## src/rtl/gtx_cpll_seq.sv

```systemverilog
// Power-up/reset sequencer for one GTX CPLL: rail, PLL reset, lock wait, datapath reset, ready.
// Async lock/resetdone inputs pass through 2-FF synchronizers; all outputs are registered from next state.
module gtx_cpll_seq #(
  parameter int RAIL_CYCLES   = 1024,
  parameter int PLLRST_CYCLES = 16,
  parameter int LOCK_TIMEOUT  = 65536,
  parameter int GTRST_CYCLES  = 16,
  parameter int CW            = 17
) (
  input  logic       clk,
  input  logic       rst,
  input  logic       restart,
  input  logic       cplllock,
  input  logic       resetdone,
  output logic       cpllpd,
  output logic       cpllreset,
  output logic       gt_reset,
  output logic       ready,
  output logic [3:0] retry_count,
  output logic [2:0] state_o
);

  typedef enum logic [2:0] {
    S_RAIL      = 3'd0,
    S_PLLRST    = 3'd1,
    S_WAIT_LOCK = 3'd2,
    S_GTRST     = 3'd3,
    S_WAIT_DONE = 3'd4,
    S_DONE      = 3'd5
  } state_t;

  localparam logic [CW-1:0] RAIL_LAST   = CW'(RAIL_CYCLES - 1);
  localparam logic [CW-1:0] PLLRST_LAST = CW'(PLLRST_CYCLES - 1);
  localparam logic [CW-1:0] GTRST_LAST  = CW'(GTRST_CYCLES - 1);
  localparam logic [CW-1:0] TMO_LAST    = CW'(LOCK_TIMEOUT - 1);

  state_t        state;
  state_t        nxt;
  logic [CW-1:0] cnt;
  logic          lock_meta;
  logic          lock_s;
  logic          done_meta;
  logic          done_s;
  logic          bump;
  logic          lock_lost;
  logic          enter;

  assign state_o = state;

  // Lock only matters once the PLL has been released from reset and has locked once.
  assign lock_lost = !lock_s &&
                     (state == S_GTRST || state == S_WAIT_DONE || state == S_DONE);

  always_comb begin
    nxt  = state;
    bump = 1'b0;
    if (restart) begin
      nxt = S_RAIL;
    end else if (lock_lost) begin
      nxt  = S_PLLRST;
      bump = 1'b1;
    end else begin
      case (state)
        S_RAIL:      if (cnt == RAIL_LAST) nxt = S_PLLRST;
        S_PLLRST:    if (cnt == PLLRST_LAST) nxt = S_WAIT_LOCK;
        S_WAIT_LOCK: begin
          if (lock_s) begin
            nxt = S_GTRST;
          end else if (cnt == TMO_LAST) begin
            nxt  = S_RAIL;
            bump = 1'b1;
          end
        end
        S_GTRST:     if (cnt == GTRST_LAST) nxt = S_WAIT_DONE;
        S_WAIT_DONE: begin
          if (done_s) begin
            nxt = S_DONE;
          end else if (cnt == TMO_LAST) begin
            nxt  = S_RAIL;
            bump = 1'b1;
          end
        end
        S_DONE:      nxt = S_DONE;
        default:     nxt = S_RAIL;
      endcase
    end
  end

  // A restart while already in RAIL still re-enters it, so the rail interval starts over.
  assign enter = restart || (nxt != state);

  always_ff @(posedge clk or posedge rst) begin
    if (rst) begin
      lock_meta   <= 1'b0;
      lock_s      <= 1'b0;
      done_meta   <= 1'b0;
      done_s      <= 1'b0;
      state       <= S_RAIL;
      cnt         <= '0;
      retry_count <= 4'd0;
      cpllpd      <= 1'b1;
      cpllreset   <= 1'b1;
      gt_reset    <= 1'b1;
      ready       <= 1'b0;
    end else begin
      lock_meta <= cplllock;
      lock_s    <= lock_meta;
      done_meta <= resetdone;
      done_s    <= done_meta;
      state     <= nxt;
      cnt       <= enter ? '0 : cnt + CW'(1);
      if (bump && retry_count != 4'd15) retry_count <= retry_count + 4'd1;
      case (nxt)
        S_PLLRST: begin
          cpllpd <= 1'b0; cpllreset <= 1'b1; gt_reset <= 1'b1; ready <= 1'b0;
        end
        S_WAIT_LOCK, S_GTRST: begin
          cpllpd <= 1'b0; cpllreset <= 1'b0; gt_reset <= 1'b1; ready <= 1'b0;
        end
        S_WAIT_DONE: begin
          cpllpd <= 1'b0; cpllreset <= 1'b0; gt_reset <= 1'b0; ready <= 1'b0;
        end
        S_DONE: begin
          cpllpd <= 1'b0; cpllreset <= 1'b0; gt_reset <= 1'b0; ready <= 1'b1;
        end
        default: begin
          cpllpd <= 1'b1; cpllreset <= 1'b1; gt_reset <= 1'b1; ready <= 1'b0;
        end
      endcase
    end
  end

endmodule

```

## config.mk

```make
export PLATFORM = sky130hd
export DESIGN_NAME = gtx_cpll_seq
export DESIGN_NICKNAME = d
export VERILOG_FILES = /design/src/rtl/gtx_cpll_seq.sv
export SDC_FILE = /design/constraint.sdc
export NUM_CORES = 1
export LEC_CHECK = 0
export CORE_ASPECT_RATIO = 0.8
export CORE_UTILIZATION = 50
export CTS_CLUSTER_DIAMETER = 80
export DETAILED_ROUTE_END_ITERATION = 6
export PLACE_DENSITY = 0.86
export SKIP_LAST_GASP = 1
export SYNTH_ARGS = -nofsm -noshare
export SYNTH_HDL_FRONTEND = slang
export SYNTH_SLANG_ARGS = --single-unit
```

## constraint.sdc

```tcl
create_clock -name clk -period 2.7 [get_ports clk]
set_input_delay 0.54 -clock clk [delete_from_list [all_inputs] [get_ports clk]]
set_output_delay 0.54 -clock clk [all_outputs]
set_load 0.1 [all_outputs]
```

==> impl_results.md, run 1 <==
- Endpoints failing setup: 0
- Global placement routability congestion: 0.919
- Vias in the first global route: 1082
- Synth Flop Type: dfrtp_1
- Clock slew at reported path FFs: 0.06 ns
- # fillers: 242
- First DRT Iteration DRCs: 80
- Die Width: 65.3 um
- Cell row count: 17
- Max Slew Vio Count: 0
- Core Area: 0.00289 mm2
- Minimum clock period: 2.55 ns
- Cts hold-fix bufs: 0
- Detailed-route DRC error count: 0
- Num Clock Sinks: 32
- Full die area: 0.00344 mm2
- Antenna violations before repair: 0
- Dpl ws: 0.0452 ns
- Reg2Reg Depth: 10
- Clock skew: 0.00361 ns
- H-Tree Level Count: 2
- Number of synthesized flops with an enable pin: 0
- Pleak: 0.816 nW
- Status: finished, final reports clean
- Share of post-route cells with drive strength above 1: 0.218
- Hold Fails Final Rpt: 0
- Placed Cells incl. Taps: 204
- Net Count, Synth: 160
- CTS root buffer: clkbuf_8
- Req. time, crit path: 2.86 ns
- First-pass GRT wire length: 5.13 mm
- Routed wire per std cell: 14.7 um
- DR pass1 iterations: 4
- Post-Syn Area: 0.00160 mm2
- Crit path launch: cnt[0]$_DFF_PP0_
- GRT Resource Usage Total: 0.211
- CP Capture Point: retry_count[1]$_DFFE_PP0P_
- Syn_area_per_cell: 10.6 um2
- Flop2flop setup slack: 0.15 ns
- Layout area overhead: 20.2%
- Sequential area share after synthesis: 0.502
- PortBufs: 15
- Nets: 181
- Area of the multi-input gates: 771 um2
- CP Class: reg -> reg
- Antenna diode count: 0
- TritonCTS Buffers: 5
- Register area: 805 um2
- IO Count: 16
- Netlist cell types: 42
- Die H: 52.7 um
- Worst skew pair latency: 0.28 ns
- Slew @ Worst Pin: 0.674 ns
- Most common cell after layout, fill and taps aside: dfrtp_1
- Fin worst setup slack: 0.147 ns
- Power Density: 543 mW/mm2
- Most frequent cells in the layout: dfrtp_1 (29), buf_4 (16), nor3_1 (14), xor2_1 (11), nand2_1 (8)
- Yosys warning count: 0
- Setup bufs post-CTS: 0
- Remaining antenna violation count after routing: 0
- Routed vias/inst: 5.56
- Crit path capture type: flop
- Maximum fanout along the worst path: 5
- Largest net degree at the start of global routing: 33
- Area after DPL: 0.00179 mm2
- Final Cycle Share: 0.945
- Max Buffers Root-to-Sink: 2
- Grt total ovfl: 0
- Vias: 1178
- Starting Density: 0.554
- Async SR Flop Fraction: 1.00
- CP startpoint kind: flop
- Routed Wire Length: 3.11 mm
- CP arrival: 2.71 ns
- # Max-Cap Violations: 0
- Gate Count Post-Synth: 152
- Fin area: 0.00193 mm2
- Yosys reg bits: 32
- Layout Cells excl Fill: 212
- HP Class: reg -> reg
- CTS tree: done
- FF-to-FF End: retry_count[1]$_DFFE_PP0P_
- Crit Reg-Reg Startpoint: cnt[0]$_DFF_PP0_
- Peak VDD IR: 372 uV
- TNS Setup: 0 ns
- Post-DP HPWL: 2.16 mm
- Post-CTS Resized: 0
- F_max: 392 MHz
- Worst rel slew slack: 0.547
registers in the layout (all words and copies together), names as in the netlist:
register / count
gt_reset: 1
ready: 1
cnt: 17
lock_meta: 1
lock_s: 1
cpllreset: 1
state_o: 3
done_s: 1
done_meta: 1
retry_count: 4
cpllpd: 1
metal layers:
metal	up-vias	GRT usage	routed length, um
met2	29	0.316	1470
li1	591	-	-
met4	0	0.0870	40
met5	-	0	0
met1	553	0.287	1460
met3	5	0.0587	144
synthesized netlist by cell type (2+ instances only):
| library cell | n | share of area |
|---|---|---|
| a21o_1 | 4 | 0.019 |
| and2_1 | 4 | 0.016 |
| and3_1 | 2 | 0.0078 |
| buf_2 | 2 | 0.0062 |
| clkbuf_1 | 4 | 0.0094 |
| dfrtp_1 | 29 | 0.45 |
| dfstp_2 | 3 | 0.049 |
| ha_1 | 3 | 0.023 |
| inv_1 | 5 | 0.012 |
| nand2_1 | 8 | 0.019 |
| nand2b_1 | 3 | 0.012 |
| nand3_1 | 6 | 0.019 |
| nand4_1 | 7 | 0.027 |
| nor2_1 | 7 | 0.016 |
| nor2b_1 | 4 | 0.016 |
| nor3_1 | 14 | 0.044 |
| nor4_1 | 6 | 0.023 |
| xnor2_1 | 7 | 0.038 |
| xor2_1 | 11 | 0.060 |
cell families after synthesis:
group / synth area share
AND/OR/NAND/NOR: 0.250
flip-flops: 0.502
AO/OA/AOI/OAI: 0.0928
XOR/XNOR: 0.0983
buffers and inverters: 0.0273
adder cells (fa/ha/maj): 0.0234
multiplexers: 0.00702
where the power goes:
| group | total (mW) | leakage (nW) | internal [mW] | switching, mW |
|---|---|---|---|---|
| combinational | 0.0614 | 0.329 | 0.0206 | 0.0408 |
| sequential | 0.498 | 0.422 | 0.489 | 0.00931 |
| clock | 0.487 | 0.0645 | 0.325 | 0.162 |
| total | 1.05 | 0.816 | 0.835 | 0.212 |
metrics by stage:
stage	util	total power, mW	hold WS (ns)
after floorplan	-	0.547	0.331
after global placement	0.619	0.566	0.332
after detailed placement	0.619	0.568	0.343
after CTS	0.663	1.06	0.357
after global routing	0.667	1.09	0.361
final	0.667	1.05	0.353
worst min-delay path by stage:
stage,cells past startpoint,start,slack (ns),to
after floorplan,0,done_meta$_DFF_PP0_,0.33,done_s$_DFF_PP0_
after global placement,0,lock_meta$_DFF_PP0_,0.33,lock_s$_DFF_PP0_
after detailed placement,0,lock_meta$_DFF_PP0_,0.34,lock_s$_DFF_PP0_
after CTS,0,lock_meta$_DFF_PP0_,0.36,lock_s$_DFF_PP0_
after global routing,0,lock_meta$_DFF_PP0_,0.36,lock_s$_DFF_PP0_
final,0,lock_meta$_DFF_PP0_,0.35,lock_s$_DFF_PP0_
critical path, cell delays in order, from the launching register on:
cell     delay [ns]
dfrtp_1        0.40
ha_1           0.20
nand2_1        0.08
nor3_2         0.20
nand2_1        0.08
nor2_1         0.11
ha_1           0.17
or3b_1         0.36
a211o_1        0.33
a21oi_4        0.17
mux2_1         0.34
cell type report:
class	instances	area share
inverters	5	0.00973
well taps	38	0.0247
multi-input cells	109	0.400
flip-flops and latches	32	0.417
clock buffers	7	0.0500
repair buffers	20	0.0831
clock inverters	1	0.0156
No activity file was read; power rests on OpenSTA's default activity.
==> run 2: changes to the inputs <==
--- a/config.mk
+++ b/config.mk
@@ -10,6 +10,7 @@
 export CTS_CLUSTER_DIAMETER = 80
 export DETAILED_ROUTE_END_ITERATION = 6
 export PLACE_DENSITY = 0.86
+export RECOVER_POWER = 25
 export SKIP_LAST_GASP = 1
 export SYNTH_ARGS = -nofsm -noshare
 export SYNTH_HDL_FRONTEND = slang
==> impl_results.md, run 2 (synthesis gave the netlist of run 1 again) <==
- Num Clock Sinks: 32
- FF-to-FF End: retry_count[1]$_DFFE_PP0P_
- CTS tree: done
- Grt total ovfl: 0
- Antenna diode count: 0
- CP Class: reg -> reg
- Int Pwr: 0.833 mW
- Flop2flop setup slack: 0.15 ns
- DR pass1 iterations: 4
- Detailed-route DRC error count: 0
- Status: finished with violations
- Clock slew at reported path FFs: 0.06 ns
- Nets: 181
- Dpl ws: 0.0452 ns
- Most common cell after layout, fill and taps aside: dfrtp_1
- F_max: 392 MHz
- Routed wire per std cell: 14.7 um
- H-Tree Level Count: 2
- Maximum fanout along the worst path: 5
- Worst hold slack: 0.353 ns
- Post-DP HPWL: 2.16 mm
- Endpoints failing setup: 0
- GRT Resource Usage Total: 0.211
- Net Sw Frac: 0.203
- Sw power: 0.212 mW
- Area of the multi-input gates: 771 um2
- Routed Wire Length: 3.11 mm
- Power Density: 543 mW/mm2
- Crit Reg-Reg Startpoint: cnt[0]$_DFF_PP0_
- Core Area: 0.00289 mm2
- Die H: 52.7 um
- Clock skew: 0.00360 ns
- Clock power share: 0.466
- Largest register by flop count: cnt
- Share of post-route cells with drive strength above 1: 0.213
- First DRT Iteration DRCs: 80
- Starting Density: 0.554
- Combinational group share of total power: 0.057
- Slew @ Worst Pin: 1.70 ns
- Register area: 805 um2
- Largest net degree at the start of global routing: 33
- Cell row count: 17
- Worst rel slew slack: -0.132
- Remaining antenna violation count after routing: 0
- Met1 usage: 0.287
- Vias in the first global route: 1082
- Vias: 1178
- Failing checks: max-capacitance violations, max-slew violations
- PortBufs: 15
- Global placement routability congestion: 0.919
- Met3 Usage GRT: 0.0587
- HP Class: reg -> reg
- IO Count: 16
- Hold Startpoint: lock_meta$_DFF_PP0_
- Reg2Reg Depth: 10
- # Max-Cap Violations: 1
- CTS root buffer: clkbuf_8
- Max Buffers Root-to-Sink: 2
- Die Width: 65.3 um
- Fin worst setup slack: 0.147 ns
- Worst skew pair latency: 0.28 ns
- CP arrival: 2.71 ns
- Layout area overhead: 20.0%
- First-pass GRT wire length: 5.13 mm
- Crit path capture type: flop
- Req. time, crit path: 2.86 ns
- CP Capture Point: retry_count[1]$_DFFE_PP0P_
- Minimum clock period: 2.55 ns
- Antenna violations before repair: 0
- Met2 usage: 0.316
- Largest register FFs: 17
- Most Crowded Layer GR: met2
- Routed vias/inst: 5.56
- TritonCTS Buffers: 5
- Sequential share of power: 0.477
- Hold Fails Final Rpt: 0
- Crit path launch: cnt[0]$_DFF_PP0_
- Final Cycle Share: 0.945
- Most frequent cells in the layout: dfrtp_1 (29), buf_4 (15), nor3_1 (14), xor2_1 (11), nand2_1 (8)
- Max Slew Vio Count: 33
- Full die area: 0.00344 mm2
- Pleak: 0.813 nW
- Peak VDD IR: 372 uV
- CP startpoint kind: flop
- # fillers: 244
[run 2: cell types whose count changed in the layout (fill, tap and decap cells not counted), sizes merged]
cell	previous run	this run
buf	16	15
clkdlybuf4s50	4	1
dlygate4sd3	0	3
clkbuf	7	8
[run 2: power groups by stage]
stage | clock network (mW) | registers (mW) | logic [mW]
after floorplan | 0 | 0.522 | 0.0247
after global routing | 0.523 | 0.499 | 0.0653
final | 0.488 | 0.498 | 0.0599
after detailed placement | 0 | 0.507 | 0.0614
after CTS | 0.498 | 0.498 | 0.0617
after global placement | 0 | 0.506 | 0.0601
[run 2: cell type report]
cell class / count / share of cell area
inverters: 5 / 0.00975
clock buffers: 7 / 0.0501
well taps: 38 / 0.0247
repair buffers: 20 / 0.0813
flip-flops and latches: 32 / 0.418
clock inverters: 1 / 0.0156
multi-input cells: 109 / 0.401
[run 2: how the worst min path moves through the flow]
stage / endpoint / slack (ns) / cells after the start
finish: lock_s$_DFF_PP0_ / 0.35 / 0
global route: lock_s$_DFF_PP0_ / 0.36 / 0
CTS: lock_s$_DFF_PP0_ / 0.36 / 0
detailed placement: lock_s$_DFF_PP0_ / 0.34 / 0
global placement: lock_s$_DFF_PP0_ / 0.33 / 0
floorplan: done_s$_DFF_PP0_ / 0.33 / 0
[run 2: routing by layer]
layer  wire (um)  vias to the layer above
li1            -                      591
met1        1460                      553
met5           0                        -
met4          40                        0
met2        1460                       29
met3         145                        5
[run 2: timing repair]
item,CTS,global route
setup endpoints to repair,0,3
endpoints found under the hold margin,0,0
resized for setup,0,2
hold buffers,0,0
setup buffers,0,0
[run 2: worst max-delay path, stage by stage, from the launching register on]
cell and delay [ns]:
dfrtp_1 0.40, ha_1 0.20, nand2_1 0.08, nor3_2 0.20, nand2_1 0.08, nor2_1 0.11
ha_1 0.17, or3b_1 0.36, a211o_1 0.33, a21oi_4 0.17, mux2_1 0.34
[run 2: stage by stage]
stage | total power, mW | utilization | instance area (um2) | cells | TNS, ns
after detailed placement | 0.568 | 0.619 | 1790 | 204 | 0
after CTS | 1.06 | 0.663 | 1920 | 212 | 0
after floorplan | 0.547 | - | 1610 | 152 | 0
final | 1.05 | 0.665 | 1920 | 212 | 0
after global routing | 1.09 | 0.665 | 1920 | 212 | -0.00212
after global placement | 0.566 | 0.619 | 1790 | 204 | 0
